<file path="src/rtl/gcd_unit_pkg.sv">
`default_nettype none
// gcd_unit_pkg -- shared FSM encoding and width default for the GCD unit.
// Rev 1.0
package gcd_unit_pkg;

  localparam int unsigned GCD_WIDTH = 8;

  typedef enum logic [2:0] {
    S_IDLE    = 3'd0,
    S_LOAD_A  = 3'd1,
    S_LOAD_B  = 3'd2,
    S_COMPUTE = 3'd3,
    S_DONE    = 3'd4
  } gcd_state_e;

  typedef struct packed {
    logic lt;
    logic gt;
    logic eq;
    logic a_zero;
    logic b_zero;
  } dp_flags_t;

endpackage
`default_nettype wire

</file>
<file path="src/rtl/gcd_unit_data_path.sv">
`default_nettype none
// data_path -- A/B operand registers, shared subtractor, comparator and zero flags.
// Rev 1.0
module data_path
  import gcd_unit_pkg::*;
#(
  parameter int unsigned WIDTH = GCD_WIDTH
) (
  input  logic             clk,
  input  logic             rst,
  input  logic [WIDTH-1:0] data_in_i,
  input  logic             ldA_i,
  input  logic             ldB_i,
  input  logic             sel1_i,
  input  logic             sel2_i,
  input  logic             selIn_i,
  output logic [WIDTH-1:0] a_o,
  output logic [WIDTH-1:0] b_o,
  output dp_flags_t        flags_o
);

  logic [WIDTH-1:0] a_q, a_d;
  logic [WIDTH-1:0] b_q, b_d;
  logic [WIDTH-1:0] w_minuend;
  logic [WIDTH-1:0] w_subtrahend;
  logic [WIDTH-1:0] w_diff;
  logic [WIDTH-1:0] w_load_val;

  // sel1=1/sel2=1 forms B-A, which also yields B when A is zero (the A<=B case).
  always_comb begin
    w_minuend    = sel1_i ? b_q : a_q;
    w_subtrahend = sel2_i ? a_q : b_q;
    w_diff       = w_minuend - w_subtrahend;
    w_load_val   = selIn_i ? data_in_i : w_diff;
    a_d          = ldA_i ? w_load_val : a_q;
    b_d          = ldB_i ? w_load_val : b_q;
  end

  always_ff @(posedge clk or posedge rst) begin
    if (rst) begin
      a_q <= '0;
      b_q <= '0;
    end else begin
      a_q <= a_d;
      b_q <= b_d;
    end
  end

  always_comb begin
    flags_o.lt     = (a_q < b_q);
    flags_o.gt     = (a_q > b_q);
    flags_o.eq     = (a_q == b_q);
    flags_o.a_zero = (a_q == '0);
    flags_o.b_zero = (b_q == '0);
  end

  assign a_o = a_q;
  assign b_o = b_q;

endmodule
`default_nettype wire

</file>
<file path="src/rtl/gcd_unit.sv">
`default_nettype none
// gcd_unit -- subtractive GCD: serial operand load, one subtract per cycle, Moore done flag.
// Rev 1.0
module gcd_unit
  import gcd_unit_pkg::*;
#(
  parameter int unsigned WIDTH = GCD_WIDTH
) (
  input  logic             clk,
  input  logic             rst,
  input  logic             start,
  input  logic [WIDTH-1:0] data_in,
  output logic             done,
  output logic [WIDTH-1:0] gcd_out,
  output logic [WIDTH-1:0] a_out,
  output logic [WIDTH-1:0] b_out
);

  gcd_state_e state_q;
  logic       done_q;
  dp_flags_t  w_flags;
  logic       w_ldA, w_ldB, w_sel1, w_sel2, w_selIn;
  logic       w_finish;

  data_path #(
    .WIDTH (WIDTH)
  ) u_data_path (
    .clk       (clk),
    .rst       (rst),
    .data_in_i (data_in),
    .ldA_i     (w_ldA),
    .ldB_i     (w_ldB),
    .sel1_i    (w_sel1),
    .sel2_i    (w_sel2),
    .selIn_i   (w_selIn),
    .a_o       (a_out),
    .b_o       (b_out),
    .flags_o   (w_flags)
  );

  assign w_finish = w_flags.b_zero | w_flags.a_zero | w_flags.eq;

  always_comb begin
    w_ldA   = 1'b0;
    w_ldB   = 1'b0;
    w_sel1  = 1'b0;
    w_sel2  = 1'b0;
    w_selIn = 1'b0;
    unique case (state_q)
      S_LOAD_A: begin
        w_ldA   = 1'b1;
        w_selIn = 1'b1;
      end
      S_LOAD_B: begin
        w_ldB   = 1'b1;
        w_selIn = 1'b1;
      end
      S_COMPUTE: begin
        if (w_flags.b_zero) begin
          w_ldA = 1'b0;
        end else if (w_flags.a_zero) begin
          w_ldA  = 1'b1;
          w_sel1 = 1'b1;
          w_sel2 = 1'b1;
        end else if (w_flags.gt) begin
          w_ldA = 1'b1;
        end else if (w_flags.lt) begin
          w_ldB  = 1'b1;
          w_sel1 = 1'b1;
          w_sel2 = 1'b1;
        end
      end
      default: begin
        w_ldA = 1'b0;
      end
    endcase
  end

  // done is registered alongside the state so it rises on the same edge that enters DONE.
  always_ff @(posedge clk or posedge rst) begin
    if (rst) begin
      state_q <= S_IDLE;
      done_q  <= 1'b0;
    end else begin
      unique case (state_q)
        S_IDLE: begin
          done_q <= 1'b0;
          if (start) state_q <= S_LOAD_A;
        end
        S_LOAD_A: begin
          done_q  <= 1'b0;
          state_q <= S_LOAD_B;
        end
        S_LOAD_B: begin
          done_q  <= 1'b0;
          state_q <= S_COMPUTE;
        end
        S_COMPUTE: begin
          if (w_finish) begin
            state_q <= S_DONE;
            done_q  <= 1'b1;
          end else begin
            done_q  <= 1'b0;
          end
        end
        S_DONE: begin
          if (!start) begin
            state_q <= S_IDLE;
            done_q  <= 1'b0;
          end else begin
            done_q  <= 1'b1;
          end
        end
        default: begin
          state_q <= S_IDLE;
          done_q  <= 1'b0;
        end
      endcase
    end
  end

  assign done    = done_q;
  assign gcd_out = a_out;

endmodule
`default_nettype wire

</file>
<file path="config.mk">
export PLATFORM = sky130hd
export DESIGN_NAME = gcd_unit
export DESIGN_NICKNAME = d
export VERILOG_FILES = /design/src/rtl/gcd_unit_pkg.sv /design/src/rtl/gcd_unit_data_path.sv /design/src/rtl/gcd_unit.sv
export SDC_FILE = /design/constraint.sdc
export NUM_CORES = 1
export LEC_CHECK = 0
export CAP_MARGIN = 5
export CORE_UTILIZATION = 40
export DETAILED_ROUTE_END_ITERATION = 12
export PLACE_DENSITY = 0.65
export SYNTH_ARGS = -nofsm -noshare
export SYNTH_HDL_FRONTEND = slang
export SYNTH_SLANG_ARGS = --single-unit
</file>
<file path="constraint.sdc">
create_clock -name clk -period 5 [get_ports clk]
set_clock_uncertainty 0.1 [all_clocks]
set_input_delay 1 -clock clk [delete_from_list [all_inputs] [get_ports clk]]
set_output_delay 1 -clock clk [all_outputs]
set_load 0.005 [all_outputs]
</file>
==> Word-level counts from Yosys, hierarchy flattened <==
Index checks and enable logic that the tools add are counted.
{ "classes": {"addsub": 1, "magnitude_cmp": 2, "eq_ne": 8, "n_mux": 23, "bitwise": 2, "n_reduce_logical": 5} }
{ "op_table": {"columns": ["op", "count"], "rows": [
  ["2-to-1 mux 8 bit", 3],
  ["logical NOT 8 bit", 2],
  ["one-hot mux 3 bit (5 select lines)", 1],
  ["2-to-1 mux 1 bit", 13],
  ["2-to-1 mux 3 bit", 3],
  ["== test 8 bit", 1],
  ["greater-than comparator 8 bit", 1],
  ["< comparator 8 bit", 1],
  ["subtractor 8 bit", 1],
  ["== test 3 x 2 -> 1 bit, second input constant", 2],
  ["inequality test 2 bit, second input constant", 3],
  ["one-hot mux 1 bit (2 select lines)", 3],
  ["== test 3 x 1 -> 1 bit, second input constant", 1],
  ["== test 3 bit, second input constant", 1],
  ["logical NOT 3 bit", 1],
  ["AND reduction 3 bit", 1],
  ["OR 1 bit", 2],
  ["OR reduction 2 bit", 1]
]} }
{ "totals": {"ff_bits": 20, "input_bits": 11, "output_inout_bits": 25} }

==> Logic depth before layout (Yosys ltp) <==
{ "depth": {"depth_word": 9, "depth_mapped": 12, "depth_no_buf": 12} }

==> Modules after synthesis <==
Synthesis repeated with hierarchy kept, for this count alone.
{ "unflattened": {"cells_unflattened": 194, "hier_area_um2": 1710.4} }
{ "by_module_without_submodules": {"columns": ["mod", "n_inst", "cells_per_inst", "area_each_um2", "seq_area_each_um2"], "rows": [
  ["data_path", 1, 158, 1392.6, 400.4],
  ["gcd_unit", 1, 36, 317.8, 100.1]
]} }

==> Worst setup path after synthesis <==
No wires, ideal clock.
{ "synth_path": {"path_kind": "register to register", "startpoint": "register u_data_path.a_q[1], in the netlist u_data_path.a_o[1]", "endpoint": "register u_data_path.a_q[2], in the netlist u_data_path.a_o[2]", "setup_ns": 0.125, "arrival_ns": 2.662, "required_time_ns": 4.775, "path_slack_ns": 2.113, "stages_incl_launch_ff": 12, "n_path_buf": 0, "synth_period_minus_slack_ns": 2.887, "cell_sequence": "dfrtp_1 ha_1 nor2b_1 o211ai_1 a21o_1 nand4b_1 and2_1 ha_1 a221oi_1 xor2_1 o21ai_0 mux2_2"} }
{ "synth_via": {"elab_chain_cells": 9} }
{ "synth_lines": {"columns": ["item", "line", "source"], "rows": [
  ["start: declaration", "gcd_unit_data_path.sv:22", "logic [WIDTH-1:0] a_q, a_d;"],
  ["start signal: assignment", "gcd_unit_data_path.sv:41", "a_q <= '0;"],
  ["start signal: assignment", "gcd_unit_data_path.sv:44", "a_q <= a_d;"],
  ["< comparator 8 bit", "gcd_unit_data_path.sv:50", "flags_o.lt = (a_q < b_q);"],
  ["2-to-1 mux 1 bit", "gcd_unit.sv:67", "end else if (w_flags.lt) begin"],
  ["2-to-1 mux 1 bit", "gcd_unit.sv:65", "end else if (w_flags.gt) begin"],
  ["2-to-1 mux 1 bit", "gcd_unit.sv:61", "end else if (w_flags.a_zero) begin"],
  ["2-to-1 mux 1 bit", "gcd_unit.sv:59", "if (w_flags.b_zero) begin"],
  ["2-to-1 mux 1 bit", "gcd_unit.sv:49", "unique case (state_q)"],
  ["2-to-1 mux 8 bit, on equally long branches", "gcd_unit_data_path.sv:31, gcd_unit_data_path.sv:32", null],
  ["subtractor 8 bit", "gcd_unit_data_path.sv:33", "w_diff = w_minuend - w_subtrahend;"],
  ["2-to-1 mux 8 bit", "gcd_unit_data_path.sv:34", "w_load_val = selIn_i ? data_in_i : w_diff;"]
]} }
Several ways; a longest one is shown, not always the timed one.
A chain may end at the register's enable or synchronous reset.

==> Worst setup path after layout <==
{ "layout_path": {"startpoint": "register u_data_path.b_q[1], in the netlist u_data_path.b_o[1]", "endpoint": "register u_data_path.a_q[2], in the netlist u_data_path.a_o[2]"} }
{ "layout_via": {"elab_chain_cells": 9} }
{ "layout_lines": {"columns": ["item", "line", "source"], "rows": [
  ["start: declaration", "gcd_unit_data_path.sv:23", "logic [WIDTH-1:0] b_q, b_d;"],
  ["start signal: assignment", "gcd_unit_data_path.sv:42", "b_q <= '0;"],
  ["start signal: assignment", "gcd_unit_data_path.sv:45", "b_q <= b_d;"],
  ["< comparator 8 bit", "gcd_unit_data_path.sv:50", null],
  ["2-to-1 mux 1 bit", "gcd_unit.sv:67", null],
  ["2-to-1 mux 1 bit", "gcd_unit.sv:65", null],
  ["2-to-1 mux 1 bit", "gcd_unit.sv:61", null],
  ["2-to-1 mux 1 bit", "gcd_unit.sv:59", null],
  ["2-to-1 mux 1 bit", "gcd_unit.sv:49", null],
  ["2-to-1 mux 8 bit, on equally long branches", "gcd_unit_data_path.sv:31, gcd_unit_data_path.sv:32", null],
  ["subtractor 8 bit", "gcd_unit_data_path.sv:33", null],
  ["2-to-1 mux 8 bit", "gcd_unit_data_path.sv:34", null]
]} }
Several ways; a longest one is shown, not always the timed one.

==> flow_metrics.py <==
metrics = {
    "die": {
        "core_area_um2": 4380,
        "fp.dieH_um": 69.7,
        "num_rows": 24,
        "die-area_um2": 4860,
        "boundaryPins": 36,
        "die_x_um": 69.7,
        "start_util_pct": 41.9,
    },
    "detailed_routing": {
        "maxUsedRoutingLayer": "met4",
        "antenna_left": 0,
        "drt_pass1_iterations": 4,
        "routed-wl-met2_um": 2280,
        "routed_wl_um": 4990,
        "drc_errors": 0,
        "vias": 1746,
        "met1_length_um": 2410,
        "drtIter0Drc": 112,
        "routedWlPerCell_um": 16.9,
        "via_per_inst": 5.92,
        "wl_met3_um": 238,
    },
    "grt": {
        "grt_pass1_wl_um": 8550,
        "antenna_found_initial": 0,
        "grt-ovfl-total": 0,
        "grt_max_degree": 21,
        "grt_util_all_layers_pct": 21.9,
        "grt_pass1_vias": 1687,
    },
    "logic_synthesis": {
        "ys_warn_count": 0,
        "yosys.area.top_type": "dfrtp_1",
        "synth_ff_type": "dfrtp_1",
        "syn_area_um2": 1840,
        "synth_fp_nets": 237,
        "yosysSeqAreaShare_pct": 27.3,
        "ys_ff_latch": 20,
        "yosysMostFrequentCell": "dfrtp_1",
        "syn-mean-instance-area_um2": 8.46,
        "synth_top_cell_area_share_pct": 27.3,
        "synth_edf_count": 0,
        "synth_common_cells": "dfrtp_1 (20), nand2_1 (16), nor2_1 (15), a21oi_1 (14), o21ai_0 (13)",
        "synth_cell_types": 62,
        "netlist_instances": 217,
        "ys_top_cells_by_area": "dfrtp_1 (27%), ha_1 (6.1%), a21oi_1 (3.8%)",
        "async_flop_share_pct": 100,
    },
    "worst_setup_path": {
        "cp_slowest_cell": "dfrtp_1",
        "start_kind": "flip-flop",
        "crit_top_cell": "ha_1",
        "rrSetupSlack_ns": 1.65,
        "path_delay_family": "compound AO/OA/AOI/OAI gates",
        "worstPathRequired_ns": 5.05,
        "path_max_fanout": 6,
        "critical_path_class": "reg2reg",
        "cpPeakStageDelay_ns": 0.48,
        "cp.arrival_ns": 3.41,
        "crit_path_end_kind": "flip-flop",
        "path_buf_inv": 1,
        "path_cells": "inv_1, ha_1, nor2b_1, o211ai_1, a21o_1, nand4b_1, and2_1, ha_1, a221oi_1, xor2_1, o21ai_0, mux2_2",
    },
    "sta": {
        "hold_slack_ns": 0.476,
        "finalHoldViolCount": 0,
        "setup_violations": 0,
        "rsz0062_at_grt": "false",
        "setup_tns_ns": 0,
        "fmax_mhz": 298,
        "finalMaxSlewViolations": 0,
        "post-route-period-util_pct": 67.1,
        "worst_pin_slew_ns": 0.810,
        "timing.final.crit_period_ns": 3.35,
        "slew_headroom_pct": 45.9,
    },
    "outcome": {
        "status": "finished clean",
    },
    "placement": {
        "gp_congestion": 0.933,
        "post-dp-hpwl_um": 3810,
        "port-buffer-count": 35,
    },
    "finish": {
        "drive_above_1_share_pct": 11.5,
        "register_area_um2": 500,
        "area_delta_synth_final_pct": 20.9,
        "n_fill_cell": 436,
        "num_antenna_cells": 0,
        "fin_util_pct": 50.6,
        "multiInputGateArea_um2": 1200,
        "nets": 265,
    },
    "clock_network": {
        "cts_tree": "built",
        "clockBufferDepth": 2,
        "cts_resized": 0,
        "clock_sinks": 20,
        "post_cts_buffers": 0,
        "cts_buffers": 3,
        "ctsHtreeMaxLevel": 1,
        "clock_latency_ns": 0.26,
        "cts-root-buf": "clkbuf_8",
        "clk_pin_slew_ns": 0.08,
        "cts_hold_buffers": 0,
    },
    "flow_run": {
        "drv_cap": 0,
    },
    "hold_path": {
        "hold_path_class": "reg2reg",
    },
}
-- metrics by stage --
step / instance area (um^2) / setup slack (ns) / cells
floorplan: 1840 / 2.11 / 217
global placement: 2180 / 1.73 / 292
detailed placement: 2180 / 1.68 / 292
CTS: 2220 / 1.66 / 295
global route: 2220 / 1.35 / 295
finish: 2220 / 1.65 / 295
-- final timing paths --
kind                                     from                  to  cells after the start
max                        u_data_path.b_o[1]  u_data_path.a_o[2]                     12
min                        u_data_path.b_o[2]  u_data_path.b_o[2]                      1
max reg2reg                u_data_path.b_o[1]  u_data_path.a_o[2]                     12
min reg2reg                u_data_path.b_o[2]  u_data_path.b_o[2]                      1
max in group asynchronous                 rst  u_data_path.a_o[5]                      2
min in group asynchronous                 rst  u_data_path.b_o[2]                      2
-- layout by cell type (no fill, tap or decap), types with 3 or more instances in the layout --
| cell type | n |
|---|---|
| o21a_1 | 3 |
| nor2_1 | 15 |
| o31ai_1 | 3 |
| nor2b_1 | 4 |
| nor3_1 | 7 |
| dfrtp_1 | 20 |
| ha_1 | 9 |
| a211oi_1 | 4 |
| nor4_1 | 4 |
| mux2_2 | 6 |
| nand2_1 | 16 |
| o22ai_1 | 4 |
| o21ai_0 | 13 |
| clkbuf_8 | 3 |
| nand2b_1 | 5 |
| and2_1 | 3 |
| nor4_2 | 3 |
| inv_1 | 12 |
| and3_1 | 3 |
| a21oi_1 | 14 |
| clkdlybuf4s50_1 | 35 |
| nand3_1 | 8 |
-- layout make-up --
class                   instances  share of cell area [%]
multi-input cells             171                    54.1
clock buffers                   3                    1.86
well taps                      52                    2.93
flip-flops and latches         20                    22.6
inverters                      12                    2.03
repair buffers                 37                    16.5
-- cells by family after synthesis --
kind of cell | synth area share, %
fa+ha+maj | 6.14
simple gates | 26.1
xor+xnor | 1.43
flops | 27.3
mux | 4.23
buf+inv | 7.29
compound gates | 27.5
-- routing by layer --
layer,track usage [%],vias to the layer above
met2,35.0,48
met5,0,-
met4,5.11,0
met1,32.2,829
li1,-,862
met3,1.60,7
-- flip-flops by register name (all words and copies together) (netlist names) --
signal	cells
u_data_path.b_o	8
u_data_path.a_o	8
state_q	3
done	1
Power is left out: the tool's default activity adds up to more than one toggle a clock period on the data nets, which glitch-free logic cannot reach.
